$ cat config.mk
export PLATFORM = sky130hd
export DESIGN_NAME = morse_keyer
export DESIGN_NICKNAME = d
export VERILOG_FILES = /design/src/rtl/morse_pkg.sv /design/src/rtl/sync_fifo.sv /design/src/rtl/morse_keyer.sv
export SDC_FILE = /design/constraint.sdc
export NUM_CORES = 1
export LEC_CHECK = 0
export BUFFER_PORTS_ARGS = -buffer_cell sky130_fd_sc_hd__buf_4
export CORE_ASPECT_RATIO = 1.1
export CORE_UTILIZATION = 60
export CTS_CLUSTER_DIAMETER = 30
export DETAILED_ROUTE_END_ITERATION = 10
export GPL_ROUTABILITY_DRIVEN = 0
export PLACE_DENSITY_LB_ADDON = 0.12
export SYNTH_ARGS = -nofsm -noshare
export SYNTH_HDL_FRONTEND = slang
export SYNTH_HIERARCHICAL = 1
export SYNTH_SLANG_ARGS = --single-unit
$ cat constraint.sdc
create_clock -name clk -period 4.2 [get_ports clk]
set_input_delay 0.84 -clock clk [delete_from_list [all_inputs] [get_ports clk]]
set_output_delay 0.84 -clock clk [all_outputs]
set_load 0.1 [all_outputs]
$ cat src/rtl/morse_pkg.sv
// Shared types and the ASCII-to-Morse lookup for the Morse keyer.
// Optional sidetone (MORSE_KEYER_SIDETONE_EN) needs nothing from this package.
package morse_pkg;

   typedef enum logic [2:0] {
      StIdle  = 3'd0,
      StLoad  = 3'd1,
      StMark  = 3'd2,
      StSpace = 3'd3,
      StCgap  = 3'd4,
      StWgap  = 3'd5
   } state_e;

   // Pattern is left-justified: the first element sits in bit 5, 1 = dash.
   typedef struct packed {
      logic [2:0] count;
      logic [5:0] pattern;
   } code_t;

   typedef struct packed {
      logic  valid;
      logic  space;
      code_t code;
   } lookup_t;

   // Lengths in dot units.
   localparam logic [2:0] DASH = 3'd3;
   localparam logic [2:0] CGAP = 3'd3;
   localparam logic [2:0] WGAP = 3'd4;

   function automatic lookup_t morse_lookup(input logic [7:0] c);
      logic [7:0] u;
      lookup_t    r;
      u = (c >= 8'h61 && c <= 8'h7A) ? c - 8'h20 : c;
      r.valid = 1'b1;
      r.space = 1'b0;
      r.code  = '0;
      case (u)
         8'h20: r.space = 1'b1;
         "A": r.code = '{3'd2, 6'b010000};
         "B": r.code = '{3'd4, 6'b100000};
         "C": r.code = '{3'd4, 6'b101000};
         "D": r.code = '{3'd3, 6'b100000};
         "E": r.code = '{3'd1, 6'b000000};
         "F": r.code = '{3'd4, 6'b001000};
         "G": r.code = '{3'd3, 6'b110000};
         "H": r.code = '{3'd4, 6'b000000};
         "I": r.code = '{3'd2, 6'b000000};
         "J": r.code = '{3'd4, 6'b011100};
         "K": r.code = '{3'd3, 6'b101000};
         "L": r.code = '{3'd4, 6'b010000};
         "M": r.code = '{3'd2, 6'b110000};
         "N": r.code = '{3'd2, 6'b100000};
         "O": r.code = '{3'd3, 6'b111000};
         "P": r.code = '{3'd4, 6'b011000};
         "Q": r.code = '{3'd4, 6'b110100};
         "R": r.code = '{3'd3, 6'b010000};
         "S": r.code = '{3'd3, 6'b000000};
         "T": r.code = '{3'd1, 6'b100000};
         "U": r.code = '{3'd3, 6'b001000};
         "V": r.code = '{3'd4, 6'b000100};
         "W": r.code = '{3'd3, 6'b011000};
         "X": r.code = '{3'd4, 6'b100100};
         "Y": r.code = '{3'd4, 6'b101100};
         "Z": r.code = '{3'd4, 6'b110000};
         "0": r.code = '{3'd5, 6'b111110};
         "1": r.code = '{3'd5, 6'b011110};
         "2": r.code = '{3'd5, 6'b001110};
         "3": r.code = '{3'd5, 6'b000110};
         "4": r.code = '{3'd5, 6'b000010};
         "5": r.code = '{3'd5, 6'b000000};
         "6": r.code = '{3'd5, 6'b100000};
         "7": r.code = '{3'd5, 6'b110000};
         "8": r.code = '{3'd5, 6'b111000};
         "9": r.code = '{3'd5, 6'b111100};
         ".": r.code = '{3'd6, 6'b010101};
         ",": r.code = '{3'd6, 6'b110011};
         "?": r.code = '{3'd6, 6'b001100};
         "/": r.code = '{3'd5, 6'b100100};
         "=": r.code = '{3'd5, 6'b100010};
         "-": r.code = '{3'd6, 6'b100001};
         default: r.valid = 1'b0;
      endcase
      return r;
   endfunction

endpackage

$ cat src/rtl/sync_fifo.sv
// Single-clock FIFO with async active-low reset; a push into a full FIFO is ignored.
module sync_fifo #(
   parameter int unsigned WIDTH = 8,
   parameter int unsigned DEPTH = 16
) (
   input  logic                       clk,
   input  logic                       arst_n,
   input  logic                       push_i,
   input  logic                       pop_i,
   input  logic [WIDTH-1:0]           wdata_i,
   output logic [WIDTH-1:0]           rdata_o,
   output logic                       full_o,
   output logic                       empty_o,
   output logic [$clog2(DEPTH+1)-1:0] level_o
);

   localparam int unsigned AW = $clog2(DEPTH);
   localparam int unsigned LW = $clog2(DEPTH + 1);

   logic [WIDTH-1:0] mem_q [DEPTH];
   logic [AW-1:0]    wr_ptr_q, wr_ptr_d;
   logic [AW-1:0]    rd_ptr_q, rd_ptr_d;
   logic [LW-1:0]    count_q, count_d;
   logic             push_ok, pop_ok;

   assign full_o  = (count_q == LW'(DEPTH));
   assign empty_o = (count_q == '0);
   assign level_o = count_q;
   assign rdata_o = mem_q[rd_ptr_q];
   assign push_ok = push_i && !full_o;
   assign pop_ok  = pop_i && !empty_o;

   // Pointer and occupancy update; power-of-two depth makes pointers wrap naturally.
   always_comb begin
      wr_ptr_d = push_ok ? wr_ptr_q + AW'(1) : wr_ptr_q;
      rd_ptr_d = pop_ok ? rd_ptr_q + AW'(1) : rd_ptr_q;
      count_d  = count_q;
      case ({push_ok, pop_ok})
         2'b10:   count_d = count_q + LW'(1);
         2'b01:   count_d = count_q - LW'(1);
         default: count_d = count_q;
      endcase
   end

   // Control state registers.
   always_ff @(posedge clk or negedge arst_n) begin
      if (!arst_n) begin
         wr_ptr_q <= '0;
         rd_ptr_q <= '0;
         count_q  <= '0;
      end else begin
         wr_ptr_q <= wr_ptr_d;
         rd_ptr_q <= rd_ptr_d;
         count_q  <= count_d;
      end
   end

   // Storage needs no reset: occupancy decides what is valid.
   always_ff @(posedge clk) begin
      if (push_ok) begin
         mem_q[wr_ptr_q] <= wdata_i;
      end
   end

endmodule

$ cat src/rtl/morse_keyer.sv
// Morse transmitter: ASCII bytes in via a FIFO, ITU-timed keying out.
// Define MORSE_KEYER_SIDETONE_EN to add the tone_out square-wave output.
module morse_keyer
   import morse_pkg::*;
#(
   parameter int unsigned DEPTH    = 16,
   parameter int unsigned UNIT_W   = 24,
   parameter int unsigned TONE_DIV = 500
) (
   input  logic                       clk,
   input  logic                       arst_n,
   input  logic                       in_valid,
   input  logic [7:0]                 in_data,
   output logic                       in_ready,
   input  logic [UNIT_W-1:0]          unit_len,
   input  logic                       enable,
   output logic                       key_out,
   output logic                       busy,
   output logic                       dropped,
`ifdef MORSE_KEYER_SIDETONE_EN
   output logic                       tone_out,
`endif
   output logic [$clog2(DEPTH+1)-1:0] level
);

   if (DEPTH < 2 || (DEPTH & (DEPTH - 1)) != 0 || TONE_DIV < 1) begin : g_bad_param
      $error("morse_keyer: DEPTH must be a power of two >= 2 and TONE_DIV >= 1");
   end

   state_e            state_q, state_d;
   logic [7:0]        char_q, char_d;
   logic [UNIT_W-1:0] unit_q, unit_d;
   logic [UNIT_W-1:0] cyc_q, cyc_d;
   logic [2:0]        units_q, units_d;
   logic [2:0]        elems_q, elems_d;
   logic [5:0]        pat_q, pat_d;
   logic              key_q, busy_q, dropped_q;

   logic              fifo_full, fifo_empty, fifo_push, fifo_pop;
   logic [7:0]        fifo_rdata;
   lookup_t           lk;
   logic [2:0]        unit_target;
   logic              unit_end, phase_end;

   assign in_ready  = !fifo_full;
   assign fifo_push = in_valid && in_ready;
   assign fifo_pop  = (state_q == StIdle) && enable && !fifo_empty;

   sync_fifo #(
      .WIDTH(8),
      .DEPTH(DEPTH)
   ) u_fifo (
      .clk    (clk),
      .arst_n (arst_n),
      .push_i (fifo_push),
      .pop_i  (fifo_pop),
      .wdata_i(in_data),
      .rdata_o(fifo_rdata),
      .full_o (fifo_full),
      .empty_o(fifo_empty),
      .level_o(level)
   );

   assign lk = morse_lookup(char_q);

   // Number of dot units the current timed state lasts.
   always_comb begin
      unit_target = 3'd1;
      case (state_q)
         StMark:  unit_target = pat_q[5] ? DASH : 3'd1;
         StCgap:  unit_target = CGAP;
         StWgap:  unit_target = WGAP;
         default: unit_target = 3'd1;
      endcase
   end

   assign unit_end  = (cyc_q == unit_q - UNIT_W'(1));
   assign phase_end = unit_end && (units_q == unit_target - 3'd1);

   // Next-state logic: pop, decode, then walk elements and gaps in unit steps.
   always_comb begin
      state_d = state_q;
      char_d  = char_q;
      unit_d  = unit_q;
      cyc_d   = cyc_q;
      units_d = units_q;
      elems_d = elems_q;
      pat_d   = pat_q;
      case (state_q)
         StIdle: begin
            if (fifo_pop) begin
               char_d  = fifo_rdata;
               state_d = StLoad;
            end
         end
         StLoad: begin
            // unit_q is frozen here for the whole character and its gap.
            unit_d  = (unit_len == '0) ? UNIT_W'(1) : unit_len;
            cyc_d   = '0;
            units_d = '0;
            elems_d = lk.code.count;
            pat_d   = lk.code.pattern;
            if (!lk.valid) begin
               state_d = StIdle;
            end else if (lk.space) begin
               state_d = StWgap;
            end else begin
               state_d = StMark;
            end
         end
         default: begin
            if (unit_end) begin
               cyc_d   = '0;
               units_d = phase_end ? 3'd0 : units_q + 3'd1;
            end else begin
               cyc_d = cyc_q + UNIT_W'(1);
            end
            if (phase_end) begin
               case (state_q)
                  StMark: begin
                     elems_d = elems_q - 3'd1;
                     pat_d   = {pat_q[4:0], 1'b0};
                     state_d = (elems_q > 3'd1) ? StSpace : StCgap;
                  end
                  StSpace: state_d = StMark;
                  default: state_d = StIdle;
               endcase
            end
         end
      endcase
   end

   // FSM/datapath registers; outputs lag the state by one cycle.
   always_ff @(posedge clk or negedge arst_n) begin
      if (!arst_n) begin
         state_q   <= StIdle;
         char_q    <= '0;
         unit_q    <= UNIT_W'(1);
         cyc_q     <= '0;
         units_q   <= '0;
         elems_q   <= '0;
         pat_q     <= '0;
         key_q     <= 1'b0;
         busy_q    <= 1'b0;
         dropped_q <= 1'b0;
      end else begin
         state_q   <= state_d;
         char_q    <= char_d;
         unit_q    <= unit_d;
         cyc_q     <= cyc_d;
         units_q   <= units_d;
         elems_q   <= elems_d;
         pat_q     <= pat_d;
         key_q     <= (state_q == StMark);
         busy_q    <= (state_q != StIdle) || !fifo_empty;
         dropped_q <= (state_q == StLoad) && !lk.valid;
      end
   end

   assign key_out = key_q;
   assign busy    = busy_q;
   assign dropped = dropped_q;

`ifdef MORSE_KEYER_SIDETONE_EN
   localparam int unsigned TW = $clog2(TONE_DIV + 1);

   logic [TW-1:0] div_q, div_d;
   logic          tone_q, tone_d;

   // Sidetone divider runs only while keyed; held cleared otherwise.
   always_comb begin
      div_d  = div_q;
      tone_d = tone_q;
      if (!key_q) begin
         div_d  = '0;
         tone_d = 1'b0;
      end else if (div_q == TW'(TONE_DIV - 1)) begin
         div_d  = '0;
         tone_d = !tone_q;
      end else begin
         div_d = div_q + TW'(1);
      end
   end

   // Sidetone registers.
   always_ff @(posedge clk or negedge arst_n) begin
      if (!arst_n) begin
         div_q  <= '0;
         tone_q <= 1'b0;
      end else begin
         div_q  <= div_d;
         tone_q <= tone_d;
      end
   end

   assign tone_out = tone_q;
`endif

endmodule
Word level (Yosys, flattened, before mapping)
Memory sizes are Yosys's and may differ from the RTL's. A register that Yosys moved wholly into a read port is not among the register bits.
Index checks and enable logic that the tools add are counted.
- word-level logic and storage cells: 136
- memories kept: 1
- output and inout bits: 9
- register bits after elaboration: 79
- RAM bits: 128
- magnitude comparators: 3
- reductions and logical operators: 27
- add/sub/neg operators: 10
- eq/ne operators: 54
- mux-type cells: 28
- bitwise gates (word level): 1
- memories (name ; words ; width ; read ports ; clocked after Yosys merged registers in ; write ports ; line ; text):
    u_fifo.mem_q ; 16 ; 8 ; 1 ; 1 ; 1 ; sync_fifo.sv:20 ; logic [WIDTH-1:0] mem_q [DEPTH];
- operators by type and width (kind ; count):
    $pmux W9 S42 ; 1
    $eq A8 B7 Y1 const B ; 26
    $eq A8 B6 Y1 const B ; 17
    $mux W24 ; 2
    $pmux W24 S2 ; 1
    $reduce_or A43 Y1 ; 1
    $mux W3 ; 9
    $add A24 B1 Y24 const B ; 1
    $eq A24 B24 Y1 ; 1
    $logic_not A24 Y1 ; 1
    $pmux W3 S2 ; 4
    $sub A24 B1 Y24 const B ; 1
    $mux W6 ; 2
    $pmux W6 S2 ; 1
    $pmux W5 S2 ; 1
    $pmux W3 S3 ; 1
    $add A4 B1 Y4 const B ; 2
    $ge A8 B7 Y1 const B ; 1
    $le A8 B7 Y1 const B ; 1
    $logic_and A1 B1 Y1 ; 8
    $mux W8 ; 1
    $reduce_bool A2 Y1 ; 4
    $sub A8 B6 Y8 const B ; 1
    $eq A3 B2 Y1 const B ; 2
    other kinds (22) ; 33

Depth between registers and ports, before layout
Gate-level depths: netlist of the first run.
- depth after elaboration: 8
- mapped depth: 15
- depth with buffers taken out: 14

Hierarchy
Netlist of the first run, hierarchy kept.
- by module, submodules not included (module ; cells each ; instances ; sequential area each (µm²) ; area an instance (µm²)):
    sync_fifo ; 332 ; 1 ; 4169.0 ; 5779.3
    morse_keyer ; 638 ; 1 ; 1853.0 ; 5061.1

Least setup slack after synthesis of the first run
Ideal clock, no wire load.
- path type: register -> register
- start: reg u_fifo.count_q[0] (netlist: u_fifo/level_o[0])
- end: reg u_fifo.count_q[4] (netlist: u_fifo/level_o[4])
- cell stages (with the launch flop): 16
- arrival: 3.619 ns
- setup slack: 0.422 ns
- setup time: 0.159 ns
- cell sequence: dfrtp_1 -> nor4_2 -> and2b_1 -> nand3b_1 -> inv_1 -> clkbuf_1 -> nor2b_1 -> buf_2 -> ha_1 -> inv_1 -> fa_1 -> nor2b_1 -> o21ai_0 -> nand3_1 -> or3b_1 -> xnor2_1
- word-level cells in the longest chain between the ends: 6
- elaborated cells on any way between the ends: 14
- those cells by class: add/sub: 2; eq/ne: 3; mux: 1; reduce/logical: 8
- RTL lines (element ; line ; text):
    start, declared ; sync_fifo.sv:23 ; logic [LW-1:0] count_q, count_d;
    start signal, assigned ; sync_fifo.sv:54 ; count_q <= count_d;
    $logic_not A5 Y1 * ; sync_fifo.sv:27 ; assign empty_o = (count_q == '0);
    net fifo_empty ; morse_keyer.sv:39 ; logic fifo_full, fifo_empty, fifo_push, fifo_pop;
    $logic_not A1 Y1 * ; morse_keyer.sv:47 ; assign fifo_pop = (state_q == StIdle) && enable && !fifo_empty;
    $logic_and A1 B1 Y1 * ; morse_keyer.sv:47 ;
    net fifo_pop ; morse_keyer.sv:39 ;
    $logic_and A1 B1 Y1 * ; sync_fifo.sv:31 ; assign pop_ok = pop_i && !empty_o;
    net u_fifo.pop_ok ; sync_fifo.sv:24 ; logic push_ok, pop_ok;
    $eq A2 B1 Y1 or $eq A2 B2 Y1 (tied branches) ; sync_fifo.sv:38 ; case ({push_ok, pop_ok})
    $pmux W5 S2 or $reduce_bool A2 Y1 (tied branches) ; - ;
The timed path passes the listed nets; every way through them passes the cells marked *.
A chain may end at the register's enable or synchronous reset.

Worst setup path in the final report of the first run
- start: reg unit_q[11]
- end: reg state_q[0]
- word-level cells in the longest chain between the ends: 5
- RTL lines (element ; line ; text):
    start, declared ; morse_keyer.sv:32 ; logic [UNIT_W-1:0] unit_q, unit_d;
    start signal, assigned ; morse_keyer.sv:149 ; unit_q <= unit_d;
    $sub A24 B1 Y24 ; morse_keyer.sv:77 ; assign unit_end = (cyc_q == unit_q - UNIT_W'(1));
    $eq A24 B24 Y1 ; morse_keyer.sv:77 ;
    $logic_and A1 B1 Y1 ; morse_keyer.sv:78 ; assign phase_end = unit_end && (units_q == unit_target - 3'd1);
    $reduce_bool A3 Y1 (no source line) ; - ;
    $reduce_and A2 Y1 (no source line) ; - ;
    end signal, assigned ; morse_keyer.sv:136 ; state_q <= StIdle;
    end signal, assigned ; morse_keyer.sv:147 ; state_q <= state_d;
    end, declared ; morse_keyer.sv:30 ; state_e state_q, state_d;
Every way passes these cells.

==> out/qor_table.md, run 1 <==
| Item | Reported |
|---|---|
| Minimum period implied by the final worst setup slack | 3568 ps |
| Cell leakage power | 5.048 nW |
| Hold violation total from the final report | 0 |
| Clock power frac | 0.349 |
| Number of global-route vias before repair | 7627 |
| Die height | 143.0 um |
| Fraction of power consumed by sequential logic | 0.324 |
| Synthesized flop and latch total | 215 |
| Final nets | 1074 |
| Final number of max-transition violations | 0 |
| Chip Width | 130.2 um |
| Buffers inserted by post-CTS timing repair | 0 |
| Number of placed cells counting well taps | 1217 |
| Switching part of the total power | 0.3691 |
| Actual slew at the worst max-slew pin | 977.3 ps |
| FP Rows | 51 |
| Critical Path Source Type | flip-flop |
| Aggregate global routing overflow | 0 |
| Worst IR Drop VDD | 0.5611 mV |
| Synthesis warning total | 6 |
| Result of the run | finished, final reports clean |
| Routed via count divided by cell count | 6.052 |
| Summed instance area of the synthesized netlist | 10840 um^2 |
| Placed wire-length estimate after detailed placement | 16.21 mm |
| Number of antenna-violating nets in the routed design | 0 |
| Final period util | 0.8495 |
| Clock sinks | 215 |
| Synthesized Nets | 1022 |
| Synth async-reset ratio | 0.4047 |
| Clock root cell | clkbuf_16 |
| Combinational share of power | 0.327 |
| Effective utilization at floorplan | 0.6133 |
| Synthesized area per cell | 11.18 um^2 |
| Top fanout value on the critical path | 19 |
| Wire length reported by the detailed router | 24.97 mm |
| Top Ports | 45 |
| Resize count post-CTS | 0 |
| Final standard cell count with taps included and fillers excluded | 1292 |
| Internal portion of total power | 6.268 mW |
| Endpoint type of the worst setup path | flip-flop |
| Share of synthesized area occupied by flip-flops and latches | 0.5555 |
| Worst clock skew | 21.83 ps |
| H-Tree Level Count | 2 |
| Initial antenna violation count | 0 |
| Fin worst setup slack | 632.1 ps |
| First-pass GRT wire length | 38.88 mm |
| Setup Viol. Count Final | 0 |
| Residual DRC count | 0 |
| Pin count of the biggest net entering global routing | 70 |
| Max_slew headroom | 0.3434 |
| Number of flops mapped to enable cells by yosys | 128 |
| Floorplan die area | 18610 um^2 |
| Worst path required time | 4570 ps |
| Power consumption | 9.934 mW |
| Detailed router's first-iteration violation count | 671 |
| Area of the core region | 17680 um^2 |
| Vias | 7819 |
| Clock tree from TritonCTS | done |
| Antenna diode count | 0 |
| Routed len/inst | 19.33 um |
| Number of instances in the synthesized netlist | 970 |
| HP Class | input port to asynchronous set/reset pin |
| Count of input and output buffers | 44 |
| Cell Pwr Density | 774.1 nW/um^2 |
| Register clock-pin slew on the reported worst setup and hold paths | 50 ps |
| Sum of negative setup slack | 0 ps |
| Fraction of layout instances using a drive strength above 1 | 0.1717 |
| Data arrival time of the worst path | 3930 ps |
| P_sw | 3.667 mW |
| RSZ-0062 raised after global routing | no |
| Number of buffers on the longest clock path | 3 |
| Reported max-cap violation count | 0 |
| Latest clock arrival within the worst-skew pair | 530 ps |
| Total global-route track usage | 0.2784 |
| Maximum achievable frequency | 280.3 MHz |
| Post-synthesis cell type count | 78 |
| Pre-Repair DR Iteration Count | 5 |
| Critical Setup Path Class | flip-flop to flip-flop |
| Place WS | 667.4 ps |
| Synth-to-Final Area Change | 18.39% |
| Quantity of hold-fixing buffers added after cts | 0 |
| Most used DFF post-synth | edfxtp_1 |
| Total clock buffers created by CTS | 41 |
==> path summary, 6_finish.rpt <==
kind	startpoint	end	slack (ps)	cells after the start
worst max-delay path	unit_q[11]$_DFFE_PN0N_	state_q[0]$_DFFE_PN0P_	630	8
worst min-delay path	arst_n	pat_q[3]$_DFFE_PN0P_	450	1
worst max register to register	unit_q[11]$_DFFE_PN0N_	state_q[0]$_DFFE_PN0P_	630	8
worst min register to register	pat_q[0]$_DFFE_PN0P_	pat_q[0]$_DFFE_PN0P_	480	1
max in group asynchronous	arst_n	unit_q[8]$_DFFE_PN0N_	2930	2
min in group clk	pat_q[0]$_DFFE_PN0P_	pat_q[0]$_DFFE_PN0P_	480	1
==> per-stage QoR <==
step | area (um^2) | hold slack, ps | util
2_1_floorplan | 10840 | 456.0 | -
3_3_place_gp | 11350 | 473.7 | 0.6420
3_5_place_dp | 11350 | 474.3 | 0.6420
4_1_cts | 12830 | 484.1 | 0.7261
5_1_grt | 12830 | 518.6 | 0.7261
6_report | 12830 | 445.4 | 0.7261
==> flip-flops by register name (all words and copies together), names as in the netlist, 4 cells and up <==
signal,flops
u_fifo/rd_ptr_q,4
u_fifo/mem_q,128
unit_q,24
cyc_q,24
u_fifo/level_o,5
u_fifo/wr_ptr_q,4
char_q,8
pat_q,6
==> Yosys cell counts, types with 13 or more instances <==
master / number / area (um^2)
mux4_2: 16 / 360.4
nor3_1: 23 / 115.1
xor2_1: 30 / 262.8
nor2_1: 56 / 210.2
ha_1: 15 / 187.7
dfrtp_1: 86 / 2152
mux2i_1: 28 / 280.3
xnor2_1: 27 / 236.5
clkbuf_1: 32 / 120.1
o21ai_0: 52 / 260.3
o22ai_1: 13 / 81.33
edfxtp_1: 128 / 3844
a21oi_1: 38 / 190.2
nand2_1: 158 / 593.1
nand3_1: 31 / 155.2
inv_1: 30 / 112.6
==> layout make-up <==
| type | instances | area, um^2 |
|---|---|---|
| flip-flops and latches | 215 | 6023 |
| fillers | 1220 | 4842 |
| multi-input cells | 671 | 4444 |
| clock buffers | 49 | 1117 |
| repair buffers | 62 | 465.4 |
| clock inverters | 26 | 369.1 |
| well taps | 238 | 297.8 |
| inverters | 31 | 116.4 |
==> metal layers <==
metal | track usage | wire [um] | vias to the layer above
met3 | 0.04534 | 1291 | 68
met2 | 0.4899 | 13190 | 276
met5 | 0 | 0 | -
met1 | 0.3267 | 9533 | 3798
met4 | 0.1420 | 961 | 0
li1 | - | - | 3677
==> cells by family (layout without fill, tap and decap cells) <==
kind of cell / after synthesis / after routing / synth area share
compound gates: 178 / 178 / 0.1061
xor+xnor: 57 / 57 / 0.04605
fa+ha+maj: 16 / 16 / 0.01916
buf+inv: 84 / 168 / 0.03520
flops: 215 / 215 / 0.5555
mux: 58 / 58 / 0.07398
simple gates: 362 / 362 / 0.1640
==> placed cells by master, fill, tap and decap left out, drive strengths merged, types with 10 or more instances in the layout <==
cell type,Yosys,layout
nor3,23,23
nor4,13,13
nand2b,10,10
edfxtp,128,128
or3,10,10
dfrtp,86,86
a22oi,11,11
clkbuf,32,49
inv,30,36
mux2,14,14
mux2i,28,28
ha,15,15
mux4,16,16
o21ai,56,56
buf,21,62
o22ai,13,13
nor2,58,58
a21oi,39,39
xor2,30,30
nand3,31,31
xnor2,27,27
nand2,159,159
clkinv,1,11
==> power by group through the flow <==
stage	registers (mW)	clock network (mW)	logic, mW
after floorplan	3.17	0	2.46
after global placement	3.22	0	3.14
after detailed placement	3.24	0	3.19
after CTS	3.22	3.51	3.23
after global routing	3.29	3.62	3.54
final	3.22	3.46	3.25
==> worst max-delay path: stages (launching register included) <==
cell       delay, ps
dfrtp_1          410
nor4_1           600
nand4_1          340
o31ai_1          330
o2111ai_1        220
a2111oi_4        520
a21oi_2          310
nor2_2           560
a21oi_1          130
(Power assumes the default switching activity.)
==> run 2: changes to the inputs <==
Settings changed: CORE_UTILIZATION 60 to 56.
Clock period 4.2 ns to 3.11 ns, I/O delays scaled along.
==> out/qor_table.md, run 2 (synthesis gave the netlist of run 1 again) <==
| Item | Reported | Change |
|---|---|---|
| Total clock buffers created by CTS | 43 | +4.9% |
| HP Class | input port to asynchronous set/reset pin |  |
| Floorplan die area | 19920 um^2 | +7.0% |
| Worst Setup EP | pat_q[2]$_DFFE_PN0P_ |  |
| Pin count of the biggest net entering global routing | 48 | -31% |
| Setup Viol. Count Final | 0 | unchanged |
| Register cell area after layout | 6042 um^2 | +0.31% |
| Startpoint of the lowest-slack register-to-register path | unit_q[0]$_DFFE_PN1N_ |  |
| Number of global-route vias before repair | 7856 | +3.0% |
| Quantity of hold-fixing buffers added after cts | 0 | unchanged |
| Endpoint type of the worst setup path | flip-flop |  |
| Initial antenna violation count | 0 | unchanged |
| Clock tree from TritonCTS | done |  |
| Final core utilization | 0.7037 | -0.02236 |
| Pre-Repair DR Iteration Count | 5 | unchanged |
| Synth-to-Final Area Change | 23.55% |  |
| Number of buffers on the longest clock path | 3 | unchanged |
| Worst clock skew | 34.64 ps | +12.81 ps |
| Post-Route Hold Slack | 84.25 ps | -361.1 ps |
| Instance area at placement | 11710 um^2 | +3.2% |
| Place WS | 21.40 ps | -646.0 ps |
| Final standard cell count with taps included and fillers excluded | 1345 | +4.1% |
| Final number of max-transition violations | 0 | unchanged |
| Total length of routed met2 wires | 13.48 mm | +2.3% |
| Final nets | 1116 | +3.9% |
| H-Tree Level Count | 2 | unchanged |
| Combined area of the multi-input logic cells | 4542 um^2 | +2.2% |
| First-pass GRT wire length | 40.30 mm | +3.7% |
| Worst IR Drop VDD | 0.6516 mV | +16% |
| Metal-1 WL | 10.26 mm | +7.6% |
| Top register by number of flip-flops | u_fifo/mem_q |  |
| Minimum period implied by the final worst setup slack | 3023 ps | -545.2 ps |
| Worst path required time | 3490 ps | -1080 ps |
| Worst setup path startpoint | unit_q[0]$_DFFE_PN1N_ |  |
| Cell Pwr Density | 1051 nW/um^2 | +36% |
| Latest clock arrival within the worst-skew pair | 540 ps | about the same |
| Met3 routed wirelength | 1.181 mm | -8.5% |
| Aggregate global routing overflow | 0 | unchanged |
| Max_slew headroom | 0.4550 | +0.1115 |
| Routed len/inst | 19.08 um | -1.3% |
| Fraction of layout instances using a drive strength above 1 | 0.2222 | +0.05050 |
| Final-layout fill cell count | 1332 | +9.2% |
| Die height | 147.9 um | +3.5% |
| Count of cells along the worst register-to-register path | 10 | +2 |
| Number of flip-flops in the largest register | 128 | unchanged |
| Area of the core region | 19030 um^2 | +7.7% |
| Final period util | 0.9719 | +0.1224 |
| Final standard cell area without fillers | 13390 um^2 | +4.4% |
| Power consumption | 14.08 mW | +42% |
| Count of input and output buffers | 44 | unchanged |
| Register clock-pin slew on the reported worst setup and hold paths | 60 ps | about the same |
| Number of antenna-violating nets in the routed design | 0 | unchanged |
| Chip Width | 134.7 um | +3.5% |
| Placed wire-length estimate after detailed placement | 16.82 mm | +3.8% |
| FF-to-FF setup slack | 90 ps | -540 ps |
| Cell leakage power | 5.320 nW | +5.4% |
| Data arrival time of the worst path | 3410 ps | -520 ps |
| Top Ports | 45 | unchanged |
| Top fanout value on the critical path | 7 | -12 |
| Hold violation total from the final report | 0 | unchanged |
| Effective utilization at floorplan | 0.5696 | -0.04371 |
| Maximum achievable frequency | 330.8 MHz | +18% |
| Critical Path Source Type | flip-flop |  |
| Clock sinks | 215 | unchanged |
| Vias | 7973 | +2.0% |
| Number of placed cells counting well taps | 1261 | +3.6% |
| Registers with the most flip-flops | u_fifo/mem_q x128, cyc_q x24, unit_q x24 |  |
| Wire length reported by the detailed router | 25.67 mm | +2.8% |
| Residual DRC count | 0 | unchanged |
| Result of the run | finished, final reports clean |  |
| Antenna diode count | 0 | unchanged |
| Reported max-cap violation count | 0 | unchanged |
| Fin worst setup slack | 87.25 ps | -544.8 ps |
| Most frequent standard cell in the layout excluding fill and tap cells | nand2_1 |  |
| Detailed router's first-iteration violation count | 608 | -9.4% |
| Clock root cell | clkbuf_16 |  |
| Total global-route track usage | 0.2622 | -0.01623 |
| Uppermost layer routed | met4 |  |
| R2R Path End | pat_q[2]$_DFFE_PN0P_ |  |
| Sum of negative setup slack | 0 ps | unchanged |
| Critical Setup Path Class | flip-flop to flip-flop |  |
| FP Rows | 53 | +3.9% |
| Actual slew at the worst max-slew pin | 814.6 ps | -162.8 ps |
| Most frequent cells in the layout | nand2_1, edfxtp_1, buf_4 |  |
| Routed via count divided by cell count | 5.928 | -2.0% |
==> run 2: layer usage <==
layer | up-vias | GRT usage
li1 | 3775 | -
met1 | 3909 | 0.3154
met2 | 230 | 0.4693
met3 | 59 | 0.04664
met4 | 0 | 0.09326
met5 | - | 0
==> run 2: worst min path at each step <==
| stage | slack [ps] | from | endpoint | depth (start not counted) |
|---|---|---|---|---|
| 3_5_place_dp | 480 | pat_q[1]$_DFFE_PN0P_ | pat_q[1]$_DFFE_PN0P_ | 1 |
| 6_report | 80 | arst_n | char_q[7]$_DFFE_PN0P_ | 1 |
| 4_1_cts | 100 | arst_n | char_q[7]$_DFFE_PN0P_ | 1 |
| 3_3_place_gp | 470 | pat_q[4]$_DFFE_PN0P_ | pat_q[4]$_DFFE_PN0P_ | 1 |
| 2_1_floorplan | 330 | arst_n | busy$_DFF_PN0_ | 0 |
| 5_1_grt | 130 | arst_n | char_q[7]$_DFFE_PN0P_ | 1 |
==> run 2: critical path: stages (launching register included) <==
cell and delay, ps:
dfstp_2 380, or4_4 550, nand4bb_4 230, buf_6 160, or4_1 400, o211ai_1 150
a2111oi_4 90, buf_4 170, and4_4 170, nor2_4 250, mux2_4 330
==> run 2: final cells by class <==
cell class / instances / area share
clock buffer: 50 / 0.08464
clock inverter: 29 / 0.03279
tap: 247 / 0.02308
timing repair buffer: 102 / 0.06054
multi-input combinational: 671 / 0.3391
inverter: 31 / 0.008688
sequential: 215 / 0.4511
==> run 2: report_power, final <==
group	internal (mW)	leakage, nW	switching, mW
logic	1.94	2.30	2.95
clock network	3.45	0.757	1.51
registers	3.63	2.26	0.595
==> run 2: timing repair <==
action                                  4_1_cts  5_1_grt
endpoints found under the hold margin         0        0
resized for setup                             0       18
endpoints found under the setup margin        1       38
pin swaps                                     1        7
buffers inserted                              0        6
==> run 3: changes to the inputs <==
Settings changed: ABC_AREA set to 1, CORE_MARGIN set to 4.
==> out/qor_table.md, run 3 <==
| Item | Reported | Change |
|---|---|---|
| Final period util | 0.9193 | -0.05265 |
| Switching part of the total power | 0.4003 | +0.04111 |
| Number of antenna-violating nets in the routed design | 0 | unchanged |
| Clock tree from TritonCTS | done |  |
| Residual DRC count | 0 | unchanged |
| Sum of negative setup slack | 0 ps | unchanged |
| Number of placed cells counting well taps | 1713 | +36% |
| Post-synthesis cell type count | 51 | -35% |
| Critical-path cell with the highest stage delay | dfrtp_4 |  |
| Register clock-pin slew on the reported worst setup and hold paths | 50 ps | about the same |
| Chip Width | 146.1 um | +8.5% |
| Critical Setup Path Class | flip-flop to flip-flop |  |
| Commonest cells post-synth | nand2_1, nor2_1, inv_1 |  |
| Final number of max-transition violations | 0 | unchanged |
| Detailed router's first-iteration violation count | 638 | +4.9% |
| Most used DFF post-synth | edfxtp_1 |  |
| Critical Path Source Type | flip-flop |  |
| First-pass GRT wire length | 45.15 mm | +12% |
| Data arrival time of the worst path | 3280 ps | -130 ps |
| Number of instances in the synthesized netlist | 1433 | +48% |
| Wire length reported by the detailed router | 27.16 mm | +5.8% |
| Initial antenna violation count | 0 | unchanged |
| Worst IR Drop VDD | 0.6672 mV | +2.4% |
| FP Rows | 55 | +3.8% |
| Fraction of the mapped netlist area in simple logic gates | 0.3261 | +0.1621 |
| Library cell with the highest instance count after synthesis | nand2_1 |  |
| Share of synthesized area occupied by flip-flops and latches | 0.5126 | -0.04290 |
| Count of input and output buffers | 44 | unchanged |
| Worst clock skew | 30.30 ps | -4.335 ps |
| Registers with the most flip-flops | u_fifo/mem_q x128, cyc_q x24, unit_q x24 |  |
| Ordered list of cells on the worst path | inv_1 > nand4_1 > inv_1 > nor3_1 > nand2_1 > inv_1 > ha_1 > inv_1 > fa_1 > inv_1 > nand2_1 > nand2_1 > nand2_1 > nand2_1 > nand2_1 > nand2_1 > nand2_1 |  |
| Clock sinks | 215 | unchanged |
| Floorplan die area | 23360 um^2 | +17% |
| Placed wire-length estimate after detailed placement | 18.55 mm | +10% |
| Fraction of layout instances using a drive strength above 1 | 0.1416 | -0.08066 |
| Resize count post-CTS | 0 | unchanged |
| Pin count of the biggest net entering global routing | 79 | +65% |
| Summed instance area of the synthesized netlist | 11750 um^2 | +8.4% |
| Top Ports | 45 | unchanged |
| Pre-Repair DR Iteration Count | 5 | unchanged |
| Reported max-cap violation count | 0 | unchanged |
| Internal portion of total power | 8.317 mW | -7.8% |
| Total global-route track usage | 0.2352 | -0.02695 |
| Synthesized flop and latch total | 215 | unchanged |
| Number of global-route vias before repair | 9239 | +18% |
| Latest clock arrival within the worst-skew pair | 530 ps | about the same |
| Synthesized area per cell | 8.198 um^2 | -27% |
| Die height | 159.9 um | +8.1% |
| Cell Pwr Density | 998.2 nW/um^2 | -5.0% |
| Synth async-reset ratio | 0.4047 | unchanged |
| Fraction of post-synthesis cell area in the top cell type by area | 0.3272 | -0.02738 |
| Cell leakage power | 6.420 nW | +21% |
| Maximum achievable frequency | 349.8 MHz | +5.7% |
| Max_slew headroom | 0.3389 | -0.1161 |
| Mux contribution to synthesized area | 0.001917 | -0.07207 |
| HP Class | input port to asynchronous set/reset pin |  |
| Effective utilization at floorplan | 0.5709 | +0.001346 |
| Adder-cell share of the synthesized area | 0.01768 | -0.001479 |
| Share of the synthesized netlist area taken by xor and xnor gates | 0.03355 | -0.01250 |
| Aggregate global routing overflow | 0 | unchanged |
| Buffers inserted by post-CTS timing repair | 0 | unchanged |
| Top register by number of flip-flops | u_fifo/mem_q |  |
| Total clock buffers created by CTS | 46 | +7.0% |
| Clock root cell | clkbuf_16 |  |
| Synth-to-Final Area Change | 18.28% |  |
| Area of the core region | 20580 um^2 | +8.1% |
| Clock power frac | 0.344 | -0.008 |
| Endpoint type of the worst setup path | flip-flop |  |
| CP max stage delay | 430 ps | -120 ps |
| Fraction of the mapped netlist area in compound gates | 0.04164 | -0.06443 |
| Routed len/inst | 15.12 um | -21% |
| Worst path required time | 3530 ps | +40 ps |
| CP most frequent cell | nand2_1 |  |
| Final standard cell count with taps included and fillers excluded | 1796 | +34% |
| H-Tree Level Count | 2 | unchanged |
| Final nets | 1557 | +40% |
| Minimum period implied by the final worst setup slack | 2859 ps | -163.8 ps |
| Synthesized Nets | 1485 | +45% |
| Cell taking the most area after synthesis | edfxtp_1 |  |
| Result of the run | finished, final reports clean |  |
| Synthesis warning total | 6 | unchanged |
| Most frequent cells in the layout | nand2_1, nor2_1, inv_1 |  |
| Combinational family with the most area after synthesis | simple AND/OR/NAND/NOR gates |  |
| Most frequent standard cell in the layout excluding fill and tap cells | nand2_1 |  |
| Actual slew at the worst max-slew pin | 991.6 ps | +177.1 ps |
| Top fanout value on the critical path | 6 | -1 |
| Routed via count divided by cell count | 5.271 | -11% |
| Vias | 9467 | +19% |
| Setup Viol. Count Final | 0 | unchanged |
| Antenna diode count | 0 | unchanged |
| Number of buffers on the longest clock path | 3 | unchanged |
| P_sw | 5.552 mW | +9.8% |
| Hold violation total from the final report | 0 | unchanged |
| Number of flops mapped to enable cells by yosys | 128 | unchanged |
| Main area contributors after synthesis | edfxtp_1, dfrtp_1, nand2_1, nor2_1, inv_1 |  |
| RSZ-0062 raised after global routing | no |  |
| Combinational share of power | 0.350 | +0.003 |
| Quantity of hold-fixing buffers added after cts | 0 | unchanged |
| Number of flip-flops in the largest register | 128 | unchanged |
| Fraction of power consumed by sequential logic | 0.307 | +0.007 |
## run 3: kinds of logic (layout without fill, tap and decap cells)
| logic type | count (synthesis) | after routing |
|---|---|---|
| and+or+nand+nor | 883 | 883 |
| DFF | 215 | 215 |
| buffers and inverters | 191 | 298 |
| AOI/OAI and AO/OA | 81 | 81 |
| xor gates and xnor gates | 45 | 45 |
| adders and majority gates | 16 | 16 |
| muxes | 2 | 2 |
## run 3: cell type report
| cell class | instances | area [um^2] |
|---|---|---|
| multi-input cells | 1027 | 4945 |
| repair buffers | 60 | 450.4 |
| fillers | 1689 | 6681 |
| clock buffers | 53 | 1217 |
| flip-flops and latches | 215 | 6040 |
| clock inverters | 30 | 335.3 |
| well taps | 256 | 320.3 |
| inverters | 155 | 586.8 |
## run 3: path summary, 6_finish.rpt
path / start / endpoint / slack [ps] / depth (start not counted)
min reg2reg: pat_q[1]$_DFFE_PN0P_ / pat_q[1]$_DFFE_PN0P_ / 480 / 2
max reg2reg: u_fifo/level_o[0]$_DFFE_PN0P_ / u_fifo/level_o[4]$_DFFE_PN0P_ / 250 / 17
min in group clk: unit_len[15] / unit_q[15]$_DFFE_PN0N_ / 320 / 3
max in group asynchronous: arst_n / state_q[2]$_DFFE_PN0P_ / 2100 / 2
min: arst_n / pat_q[3]$_DFFE_PN0P_ / 280 / 1
max: u_fifo/level_o[0]$_DFFE_PN0P_ / u_fifo/level_o[4]$_DFFE_PN0P_ / 250 / 17
## run 3: critical path, delay by kind of cell, from the launching register on
kind | cells | cell delay [ps]
flops | 1 | 430
buf+inv | 5 | 500
fa+ha+maj | 2 | 650
simple gates | 10 | 1160
## run 3: power groups by stage
stage	logic [mW]	clock network, mW	registers (mW)
2_1_floorplan	3.56	0	4.34
3_3_place_gp	4.75	0	4.27
3_5_place_dp	4.82	0	4.28
4_1_cts	4.86	4.82	4.25
5_1_grt	5.49	5.00	4.33
6_report	4.85	4.76	4.25
## run 3: metal layers
layer,global-route usage,routed length [um]
met5,0,0
met4,0.08298,811
met3,0.04086,1152
met2,0.4151,13450
met1,0.2924,11750
## run 3: stage by stage
stage / cell area (um^2) / power, mW / hold WS [ps] / setup WS, ps / utilization
2_1_floorplan: 11760 / 7.900 / 326.4 / 17.34 / -
3_3_place_gp: 12340 / 9.011 / 465.1 / 277.3 / 0.5998
3_5_place_dp: 12340 / 9.100 / 470.2 / 247.9 / 0.5998
4_1_cts: 13890 / 13.93 / 302.1 / 222.9 / 0.6753
5_1_grt: 13890 / 14.82 / 308.0 / 6.317 / 0.6753
6_report: 13890 / 13.87 / 283.1 / 251.0 / 0.6753
